<file path="config.mk">
export PLATFORM = sky130hd
export DESIGN_NAME = core_feeder_flat
export DESIGN_NICKNAME = d
export VERILOG_FILES = /design/src/rtl/core_feeder_if.sv /design/src/rtl/core_feeder.sv /design/src/flat_wrapper.sv
export SDC_FILE = /design/constraint.sdc
export NUM_CORES = 2
export LEC_CHECK = 0
export ABC_AREA = 1
export CAP_MARGIN = 0
export CORE_MARGIN = 2
export CORE_UTILIZATION = 40
export DETAILED_ROUTE_END_ITERATION = 7
export PLACE_DENSITY = 0.6
export SLEW_MARGIN = 5
export SYNTH_ARGS = -nofsm -noshare
export SYNTH_HDL_FRONTEND = slang
export SYNTH_SLANG_ARGS = --single-unit
</file>
<file path="constraint.sdc">
create_clock -name clk -period 3.5 [get_ports clk]
set_input_delay 0.35 -clock clk [delete_from_list [all_inputs] [get_ports clk]]
set_output_delay 0.35 -clock clk [all_outputs]
set_load 0.005 [all_outputs]
</file>
<file path="src/rtl/core_feeder_if.sv">
// ---------------------------------------------------------------------------
// core_feeder_if
// Bundles the handshake and core-facing signals of core_feeder.
//   slave  : the feeder itself (accepts vector beats and starts, drives the
//            core strobes, presents the captured y result)
//   master : the environment around the feeder (vector source, pass
//            controller, MAC core and result sink)
// Parameters: IW index width, DW data width.
// ---------------------------------------------------------------------------
interface core_feeder_if #(
    parameter int IW = 7,
    parameter int DW = 16
);
    logic          in_valid;
    logic          in_ready;
    logic [DW-1:0] in_data;
    logic          in_last;
    logic          start_fwd;
    logic          start_bwd;
    logic [DW-1:0] err_in;
    logic          core_rdy;
    logic          core_forward;
    logic          core_backward;
    logic [DW-1:0] core_x;
    logic [DW-1:0] core_e;
    logic [IW-1:0] core_index;
    logic          core_vld;
    logic [DW-1:0] core_y;
    logic          out_valid;
    logic [DW-1:0] out_data;
    logic          out_ready;
    logic          busy;
    logic          vec_loaded;

    modport slave (
        input  in_valid, in_data, in_last, start_fwd, start_bwd, err_in,
               core_vld, core_y, out_ready,
        output in_ready, core_rdy, core_forward, core_backward, core_x,
               core_e, core_index, out_valid, out_data, busy, vec_loaded
    );

    modport master (
        output in_valid, in_data, in_last, start_fwd, start_bwd, err_in,
               core_vld, core_y, out_ready,
        input  in_ready, core_rdy, core_forward, core_backward, core_x,
               core_e, core_index, out_valid, out_data, busy, vec_loaded
    );
endinterface

</file>
<file path="src/rtl/core_feeder.sv">
// ---------------------------------------------------------------------------
// core_feeder
// Upstream sequencer for the MAC neuron core. Buffers one input vector, then
// streams it element by element into the core with forward or backward
// strobes, weight index and error term. Forward passes capture the core's y
// result and present it on a valid/ready output.
// Ports:
//   clk        system clock, rising edge
//   rst        asynchronous reset, active-high
//   bus        core_feeder_if.slave: vector input (in_*), pass starts
//              (start_fwd/start_bwd/err_in), core side (core_*), result
//              output (out_*), status (busy, vec_loaded)
//   pass_cnt   [15:0] completed-pass counter, present only when the macro
//              CORE_FEEDER_PASSCNT_EN is defined
// Parameters: DEPTH max vector length, IW index width, DW data width.
// ---------------------------------------------------------------------------
module core_feeder #(
    parameter int DEPTH = 100,
    parameter int IW    = 7,
    parameter int DW    = 16
) (
    input  logic               clk,
    input  logic               rst,
    core_feeder_if.slave       bus
`ifdef CORE_FEEDER_PASSCNT_EN
    ,
    output logic [15:0]        pass_cnt
`endif
);

    typedef enum logic [2:0] {
        S_IDLE   = 3'd0,
        S_LOAD   = 3'd1,
        S_FWD    = 3'd2,
        S_BWD    = 3'd3,
        S_WAIT_Y = 3'd4,
        S_OUT    = 3'd5
    } state_t;

    state_t        state_r;
    logic [DW-1:0] vec_mem [DEPTH];
    logic [IW-1:0] wr_ptr_r;
    logic [IW-1:0] last_idx_r;      // vector length minus one
    logic [DW-1:0] e_reg_r;

    logic          in_ready_r;
    logic          core_rdy_r;
    logic          core_forward_r;
    logic          core_backward_r;
    logic [DW-1:0] core_x_r;
    logic [DW-1:0] core_e_r;
    logic [IW-1:0] core_index_r;
    logic          out_valid_r;
    logic [DW-1:0] out_data_r;
    logic          busy_r;
    logic          vec_loaded_r;

    logic          beat_s;
    logic [IW-1:0] beat_idx_s;
    logic          beat_end_s;
    logic          start_ok_s;
    logic          fwd_go_s;
    logic          bwd_go_s;
    logic          last_s;
    logic [IW-1:0] nxt_idx_s;

    // A beat arriving in IDLE always restarts the vector at slot 0.
    assign beat_s     = bus.in_valid & in_ready_r;
    assign beat_idx_s = (state_r == S_IDLE) ? {IW{1'b0}} : wr_ptr_r;
    assign beat_end_s = bus.in_last | (beat_idx_s == IW'(DEPTH - 1));
    // A beat in the same cycle as a start wins: the vector is being replaced.
    assign start_ok_s = (state_r == S_IDLE) & vec_loaded_r & ~beat_s;
    assign fwd_go_s   = start_ok_s & bus.start_fwd;
    assign bwd_go_s   = start_ok_s & ~bus.start_fwd & bus.start_bwd;
    assign last_s     = (core_index_r == last_idx_r);
    assign nxt_idx_s  = core_index_r + IW'(1);

    // Vector buffer write port; contents need no reset.
    always_ff @(posedge clk) begin
        if (beat_s) begin
            vec_mem[beat_idx_s] <= bus.in_data;
        end
    end

    // Main sequencer: state plus every registered output.
    always_ff @(posedge clk or posedge rst) begin
        if (rst) begin
            state_r         <= S_IDLE;
            wr_ptr_r        <= {IW{1'b0}};
            last_idx_r      <= {IW{1'b0}};
            e_reg_r         <= {DW{1'b0}};
            in_ready_r      <= 1'b0;
            core_rdy_r      <= 1'b0;
            core_forward_r  <= 1'b0;
            core_backward_r <= 1'b0;
            core_x_r        <= {DW{1'b0}};
            core_e_r        <= {DW{1'b0}};
            core_index_r    <= {IW{1'b0}};
            out_valid_r     <= 1'b0;
            out_data_r      <= {DW{1'b0}};
            busy_r          <= 1'b0;
            vec_loaded_r    <= 1'b0;
        end else begin
            case (state_r)
                S_IDLE: begin
                    if (beat_s && beat_end_s) begin
                        // Single-element vector: complete immediately.
                        last_idx_r   <= {IW{1'b0}};
                        vec_loaded_r <= 1'b1;
                        wr_ptr_r     <= {IW{1'b0}};
                        in_ready_r   <= 1'b0;
                    end else if (beat_s) begin
                        vec_loaded_r <= 1'b0;
                        wr_ptr_r     <= IW'(1);
                        state_r      <= S_LOAD;
                        busy_r       <= 1'b1;
                        in_ready_r   <= 1'b1;
                    end else if (fwd_go_s) begin
                        state_r        <= S_FWD;
                        busy_r         <= 1'b1;
                        in_ready_r     <= 1'b0;
                        core_rdy_r     <= 1'b1;
                        core_forward_r <= 1'b1;
                        core_index_r   <= {IW{1'b0}};
                        core_x_r       <= vec_mem[0];
                    end else if (bwd_go_s) begin
                        state_r         <= S_BWD;
                        busy_r          <= 1'b1;
                        in_ready_r      <= 1'b0;
                        e_reg_r         <= bus.err_in;
                        core_rdy_r      <= 1'b1;
                        core_backward_r <= 1'b1;
                        core_e_r        <= bus.err_in;
                        core_index_r    <= {IW{1'b0}};
                        core_x_r        <= vec_mem[0];
                    end else begin
                        in_ready_r <= 1'b1;
                    end
                end
                S_LOAD: begin
                    if (beat_s && beat_end_s) begin
                        // One-cycle in_ready bubble marks the vector boundary,
                        // so a held in_valid cannot clobber the fresh vector.
                        last_idx_r   <= wr_ptr_r;
                        vec_loaded_r <= 1'b1;
                        wr_ptr_r     <= {IW{1'b0}};
                        state_r      <= S_IDLE;
                        busy_r       <= 1'b0;
                        in_ready_r   <= 1'b0;
                    end else if (beat_s) begin
                        wr_ptr_r <= wr_ptr_r + IW'(1);
                    end
                end
                S_FWD: begin
                    if (last_s) begin
                        core_rdy_r     <= 1'b0;
                        core_forward_r <= 1'b0;
                        core_index_r   <= {IW{1'b0}};
                        core_x_r       <= {DW{1'b0}};
                        state_r        <= S_WAIT_Y;
                    end else begin
                        core_index_r <= nxt_idx_s;
                        core_x_r     <= vec_mem[nxt_idx_s];
                    end
                end
                S_BWD: begin
                    if (last_s) begin
                        core_rdy_r      <= 1'b0;
                        core_backward_r <= 1'b0;
                        core_index_r    <= {IW{1'b0}};
                        core_x_r        <= {DW{1'b0}};
                        core_e_r        <= {DW{1'b0}};
                        state_r         <= S_IDLE;
                        busy_r          <= 1'b0;
                        in_ready_r      <= 1'b1;
                    end else begin
                        core_index_r <= nxt_idx_s;
                        core_x_r     <= vec_mem[nxt_idx_s];
                        core_e_r     <= e_reg_r;
                    end
                end
                S_WAIT_Y: begin
                    if (bus.core_vld) begin
                        out_data_r  <= bus.core_y;
                        out_valid_r <= 1'b1;
                        state_r     <= S_OUT;
                    end
                end
                S_OUT: begin
                    if (bus.out_ready) begin
                        out_valid_r <= 1'b0;
                        out_data_r  <= {DW{1'b0}};
                        state_r     <= S_IDLE;
                        busy_r      <= 1'b0;
                        in_ready_r  <= 1'b1;
                    end
                end
                default: begin
                    state_r         <= S_IDLE;
                    busy_r          <= 1'b0;
                    core_rdy_r      <= 1'b0;
                    core_forward_r  <= 1'b0;
                    core_backward_r <= 1'b0;
                    out_valid_r     <= 1'b0;
                    in_ready_r      <= 1'b0;
                end
            endcase
        end
    end

    assign bus.in_ready      = in_ready_r;
    assign bus.core_rdy      = core_rdy_r;
    assign bus.core_forward  = core_forward_r;
    assign bus.core_backward = core_backward_r;
    assign bus.core_x        = core_x_r;
    assign bus.core_e        = core_e_r;
    assign bus.core_index    = core_index_r;
    assign bus.out_valid     = out_valid_r;
    assign bus.out_data      = out_data_r;
    assign bus.busy          = busy_r;
    assign bus.vec_loaded    = vec_loaded_r;

`ifdef CORE_FEEDER_PASSCNT_EN
    logic [15:0] pass_cnt_r;
    logic        pass_evt_s;

    // A pass completes on a result handshake or at the end of a backward stream.
    assign pass_evt_s = ((state_r == S_OUT) & bus.out_ready) |
                        ((state_r == S_BWD) & last_s);

    // Completed-pass counter, wraps naturally at 16 bits.
    always_ff @(posedge clk or posedge rst) begin
        if (rst) begin
            pass_cnt_r <= 16'h0000;
        end else if (pass_evt_s) begin
            pass_cnt_r <= pass_cnt_r + 16'h0001;
        end
    end

    assign pass_cnt = pass_cnt_r;
`endif

endmodule
</file>
<file path="src/flat_wrapper.sv">
// flat-port wrapper written by rule: the top's interface ports become plain ports
module core_feeder_flat 
#(
    parameter int DEPTH = 100,
    parameter int IW    = 7,
    parameter int DW    = 16
)
  (clk, rst, bus_in_valid, bus_in_data, bus_in_last, bus_start_fwd, bus_start_bwd, bus_err_in, bus_core_vld, bus_core_y, bus_out_ready, bus_in_ready, bus_core_rdy, bus_core_forward, bus_core_backward, bus_core_x, bus_core_e, bus_core_index, bus_out_valid, bus_out_data, bus_busy, bus_vec_loaded);
  core_feeder_if #(.IW(IW), .DW(DW)) bus_i ();
  input  logic clk;
  input  logic rst;
  input wire logic [$bits(bus_i.in_valid)-1:0] bus_in_valid;
  input wire logic [$bits(bus_i.in_data)-1:0] bus_in_data;
  input wire logic [$bits(bus_i.in_last)-1:0] bus_in_last;
  input wire logic [$bits(bus_i.start_fwd)-1:0] bus_start_fwd;
  input wire logic [$bits(bus_i.start_bwd)-1:0] bus_start_bwd;
  input wire logic [$bits(bus_i.err_in)-1:0] bus_err_in;
  input wire logic [$bits(bus_i.core_vld)-1:0] bus_core_vld;
  input wire logic [$bits(bus_i.core_y)-1:0] bus_core_y;
  input wire logic [$bits(bus_i.out_ready)-1:0] bus_out_ready;
  output wire logic [$bits(bus_i.in_ready)-1:0] bus_in_ready;
  output wire logic [$bits(bus_i.core_rdy)-1:0] bus_core_rdy;
  output wire logic [$bits(bus_i.core_forward)-1:0] bus_core_forward;
  output wire logic [$bits(bus_i.core_backward)-1:0] bus_core_backward;
  output wire logic [$bits(bus_i.core_x)-1:0] bus_core_x;
  output wire logic [$bits(bus_i.core_e)-1:0] bus_core_e;
  output wire logic [$bits(bus_i.core_index)-1:0] bus_core_index;
  output wire logic [$bits(bus_i.out_valid)-1:0] bus_out_valid;
  output wire logic [$bits(bus_i.out_data)-1:0] bus_out_data;
  output wire logic [$bits(bus_i.busy)-1:0] bus_busy;
  output wire logic [$bits(bus_i.vec_loaded)-1:0] bus_vec_loaded;
  assign bus_i.in_valid = bus_in_valid;
  assign bus_i.in_data = bus_in_data;
  assign bus_i.in_last = bus_in_last;
  assign bus_i.start_fwd = bus_start_fwd;
  assign bus_i.start_bwd = bus_start_bwd;
  assign bus_i.err_in = bus_err_in;
  assign bus_i.core_vld = bus_core_vld;
  assign bus_i.core_y = bus_core_y;
  assign bus_i.out_ready = bus_out_ready;
  assign bus_in_ready = bus_i.in_ready;
  assign bus_core_rdy = bus_i.core_rdy;
  assign bus_core_forward = bus_i.core_forward;
  assign bus_core_backward = bus_i.core_backward;
  assign bus_core_x = bus_i.core_x;
  assign bus_core_e = bus_i.core_e;
  assign bus_core_index = bus_i.core_index;
  assign bus_out_valid = bus_i.out_valid;
  assign bus_out_data = bus_i.out_data;
  assign bus_busy = bus_i.busy;
  assign bus_vec_loaded = bus_i.vec_loaded;
  core_feeder #(.DEPTH(DEPTH), .IW(IW), .DW(DW)) u_core (.clk(clk), .rst(rst), .bus(bus_i));
endmodule
</file>
==> flow_summary.json <==
{
  "outcome": "complete, no violations",
  "maxCapViolations": 0,
  "die_area_mm2": 0.176,
  "place.gp.congestion": 0.875,
  "ys_ff_latch": 1695,
  "post-route-period-util": 0.900,
  "synth-seq-area-share": 0.729,
  "num_vias": 46964,
  "p_total_uw": 66000,
  "die_h_um": 420,
  "core_mm2": 0.172,
  "r2r_start": "u_core.bus.core_index[0]$_DFFE_PP0P_",
  "clkTransAtPathRegs_ns": 0.06,
  "fmax_mhz": 317,
  "grt_setup_unrepaired": "no",
  "ys_top_cells_by_count": "nand2_1 (2,174), edfxtp_1 (1,600), nand3_1 (1,277)",
  "post-dp-hpwl_mm": 116,
  "drt_wl_total_mm": 200,
  "clkSinkCount": 1695,
  "end_kind": "flip-flop",
  "io_pins": 118,
  "grt_pass1_wl_mm": 294,
  "hold_buffers": 0,
  "syn_nets": 6141,
  "final_core_util": 0.463,
  "wl_per_cell_um": 23.0,
  "synthArstFlopShare": 0.0560,
  "maxSlewViolCount": 0,
  "p_leak_uw": 0.0289,
  "ant_nets": 0,
  "min_period_ns": 3.15,
  "layoutNonFillerInstCount": 8685,
  "synth-edff-count": 1600,
  "synth-compound-area-share": 0.0106,
  "viasPerCell": 5.41,
  "clk_path_buf_depth": 3,
  "reg2reg_depth": 15,
  "nFillCells": 15307,
  "hp-class": "in2async",
  "die-width_um": 420,
  "muxShareOfSynthArea": 0,
  "crit_fanout": 29,
  "yosysWarnings": 0,
  "grt_overflow": 0,
  "reg2reg_setup_slack_ns": 0.35,
  "stdcell_area_mm2": 0.0796,
  "grt_pass1_vias": 44500,
  "drtPass1Iterations": 8,
  "worstMarginPinSlew_ns": 1.09,
  "setup-violations-final": 0,
  "yosys.area_share.adder": 0.000362,
  "crit_arrival_ns": 3.83,
  "grt_antenna_before_repair": 3,
  "crit_type": "reg2reg",
  "worstSkewPairLatency_ns": 0.81,
  "reg2reg_to": "u_core.bus.core_x[15]$_DFFE_PP0P_",
  "synth_top_family_by_area": "simple AND/OR/NAND/NOR gates",
  "cts_buffers": 172,
  "ys_types": 38,
  "syn-cell-area_mm2": 0.0691,
  "cts-root-buf": "clkbuf_16",
  "synth-xor-area-share": 0.00163,
  "h-tree-depth": 4,
  "cts_tree": "yes",
  "grt_max_degree": 159,
  "synth.largest_area_cell": "edfxtp_1",
  "row_count": 152,
  "synth-simple-area-share": 0.230,
  "synthFlopType": "edfxtp_1",
  "syn_area_per_cell_um2": 11.4,
  "antenna_cells": 0,
  "drtIter0Drc": 5560,
  "nets": 6291,
  "vdd_ir_drop_max_mv": 0.773,
  "final.setup_skew_ns": 0.0332,
  "cp-start-kind": "flip-flop",
  "track_usage": 0.224,
  "syn_inst": 6083,
  "fin_setup_tns_ns": 0,
  "yosysTopAreaCellShare": 0.695,
  "cts_resized": 0,
  "hold_violations": 0,
  "power_density_mw_per_mm2": 829,
  "worstPathRequired_ns": 4.18,
  "place_inst": 8369,
  "drc": 0,
  "post-cts-setup-buffers": 0,
  "synth_area_leaders": "edfxtp_1 (70%), nand2_1 (12%), nand3_1 (9.2%), dfrtp_1 (3.4%), nor2_1 (1.7%)",
  "drive_above_1_share": 0.0816,
  "dpl_cell_area_mm2": 0.0740,
  "relSlewSlack": 0.274,
  "io_buffers": 117,
  "areaGrowthSynthToFinish_pct": 15.1,
  "post-synth-top-count-cell": "nand2_1",
  "initial_core_util": 0.403
}
## placed cells by master (no fill, tap or decap), types with 3 or more instances in the layout
cell type        netlist  layout
inv_1                 65      64
clkbuf_8               0       7
nor2_1               314     313
clkinv_8               0       5
clkinv_2               0      29
clkinv_4               1       3
buf_4                  4     188
nor2_2                 4       4
nor2_4                 2       3
nor3_1                 6       6
clkbuf_16              0     175
clkdlybuf4s50_1        0     101
nand2_2                3       4
bufinv_16              0      14
clkinv_1               2      31
nand3_1             1277    1277
o22ai_1               20      20
inv_16                 0       3
dfrtp_1               95      94
o21ai_1                5       4
o21ai_0               67      67
nand4_1                4       4
a21oi_1               22      22
xor2_1                10       9
a31oi_1               17      17
inv_2                 12      10
buf_12                 0      54
nand2_1             2174    2172
clkbuf_1             168      46
edfxtp_1            1600    1600
## layer usage
| layer | share of wire | global-route usage | vias up |
|---|---|---|---|
| met3 | 0.089 | 0.0465 | 313 |
| met5 | 0.00011 | 0 | - |
| met4 | 0.030 | 0.0726 | 4 |
| met1 | 0.42 | 0.317 | 23121 |
| li1 | - | - | 21440 |
| met2 | 0.46 | 0.344 | 2086 |
## sequential cells by signal (all words and copies together), names as in the netlist
register / cells
u_core.bus.busy: 1
u_core.wr_ptr_r: 7
u_core.e_reg_r: 16
u_core.bus.out_valid: 1
u_core.bus.core_forward: 1
u_core.bus.core_rdy: 1
u_core.bus.core_index: 7
u_core.bus.core_x: 16
u_core.bus.core_backward: 1
u_core.state_r: 3
u_core.last_idx_r: 7
u_core.vec_mem: 1600
u_core.bus.core_e: 16
u_core.bus.out_data: 16
u_core.bus.vec_loaded: 1
u_core.bus.in_ready: 1
## worst max path at each step
stage                                                    start                                 to  cells past startpoint
after detailed placement  u_core.bus.core_index[0]$_DFFE_PP0P_   u_core.bus.core_x[2]$_DFFE_PP0P_                     13
after floorplan                                            rst        u_core.bus.busy$_DFFE_PP0P_                      1
after CTS                 u_core.bus.core_index[0]$_DFFE_PP0P_   u_core.bus.core_x[2]$_DFFE_PP0P_                     13
after global placement    u_core.bus.core_index[0]$_DFFE_PP0P_   u_core.bus.core_x[2]$_DFFE_PP0P_                     13
final                     u_core.bus.core_index[0]$_DFFE_PP0P_  u_core.bus.core_x[15]$_DFFE_PP0P_                     15
after global routing      u_core.bus.core_index[0]$_DFFE_PP0P_   u_core.bus.core_x[2]$_DFFE_PP0P_                     13
## kinds of logic (layout without fill, tap and decap cells)
| logic type | Yosys count | count (layout) |
|---|---|---|
| XOR/XNOR | 12 | 12 |
| adder cells (fa/ha/maj) | 2 | 2 |
| AO/OA/AOI/OAI | 134 | 134 |
| buffers and inverters | 448 | 740 |
| AND/OR/NAND/NOR | 3792 | 3792 |
| flip-flops | 1695 | 1695 |
## power breakdown
group | total (µW) | switching (µW) | leakage, µW | internal, µW
logic | 24500 | 17200 | 0.0107 | 7370
clock network | 18200 | 7820 | 0.00271 | 10400
registers | 23200 | 437 | 0.0156 | 22800
total | 66000 | 25400 | 0.0289 | 40600
## cell type report
class	instances	area, µm²	share of cell area
multi-input combinational	3940	16900	0.212
clock inverter	88	900	0.0113
timing repair buffer	343	3500	0.0440
sequential	1695	50400	0.634
tap	2310	2890	0.0363
inverter	81	330	0.00415
clock buffer	228	4650	0.0584
## stage by stage
stage | hold WS [ns] | worst slack [ns]
2_1_floorplan | 0.442 | 0.673
3_3_place_gp | 0.454 | 0.376
3_5_place_dp | 0.459 | 0.372
4_1_cts | 0.0269 | 0.364
5_1_grt | 0.0704 | 0.248
6_report | 0.0446 | 0.350
## worst max-delay path, stage by stage, from the launching register on
cell and delay, ns:
dfrtp_4 0.60, ha_4 0.40, inv_8 0.29, buf_12 0.28, buf_12 0.20, nand3_1 0.09, nand3_1 0.17, nand2_1 0.07
nand2_1 0.07, nand3_1 0.14, nand2_1 0.18, nand2_1 0.08, nand2_1 0.17, nor2_1 0.06, nor2_1 0.10, nor2_1 0.05
(Power assumes the default switching activity.)
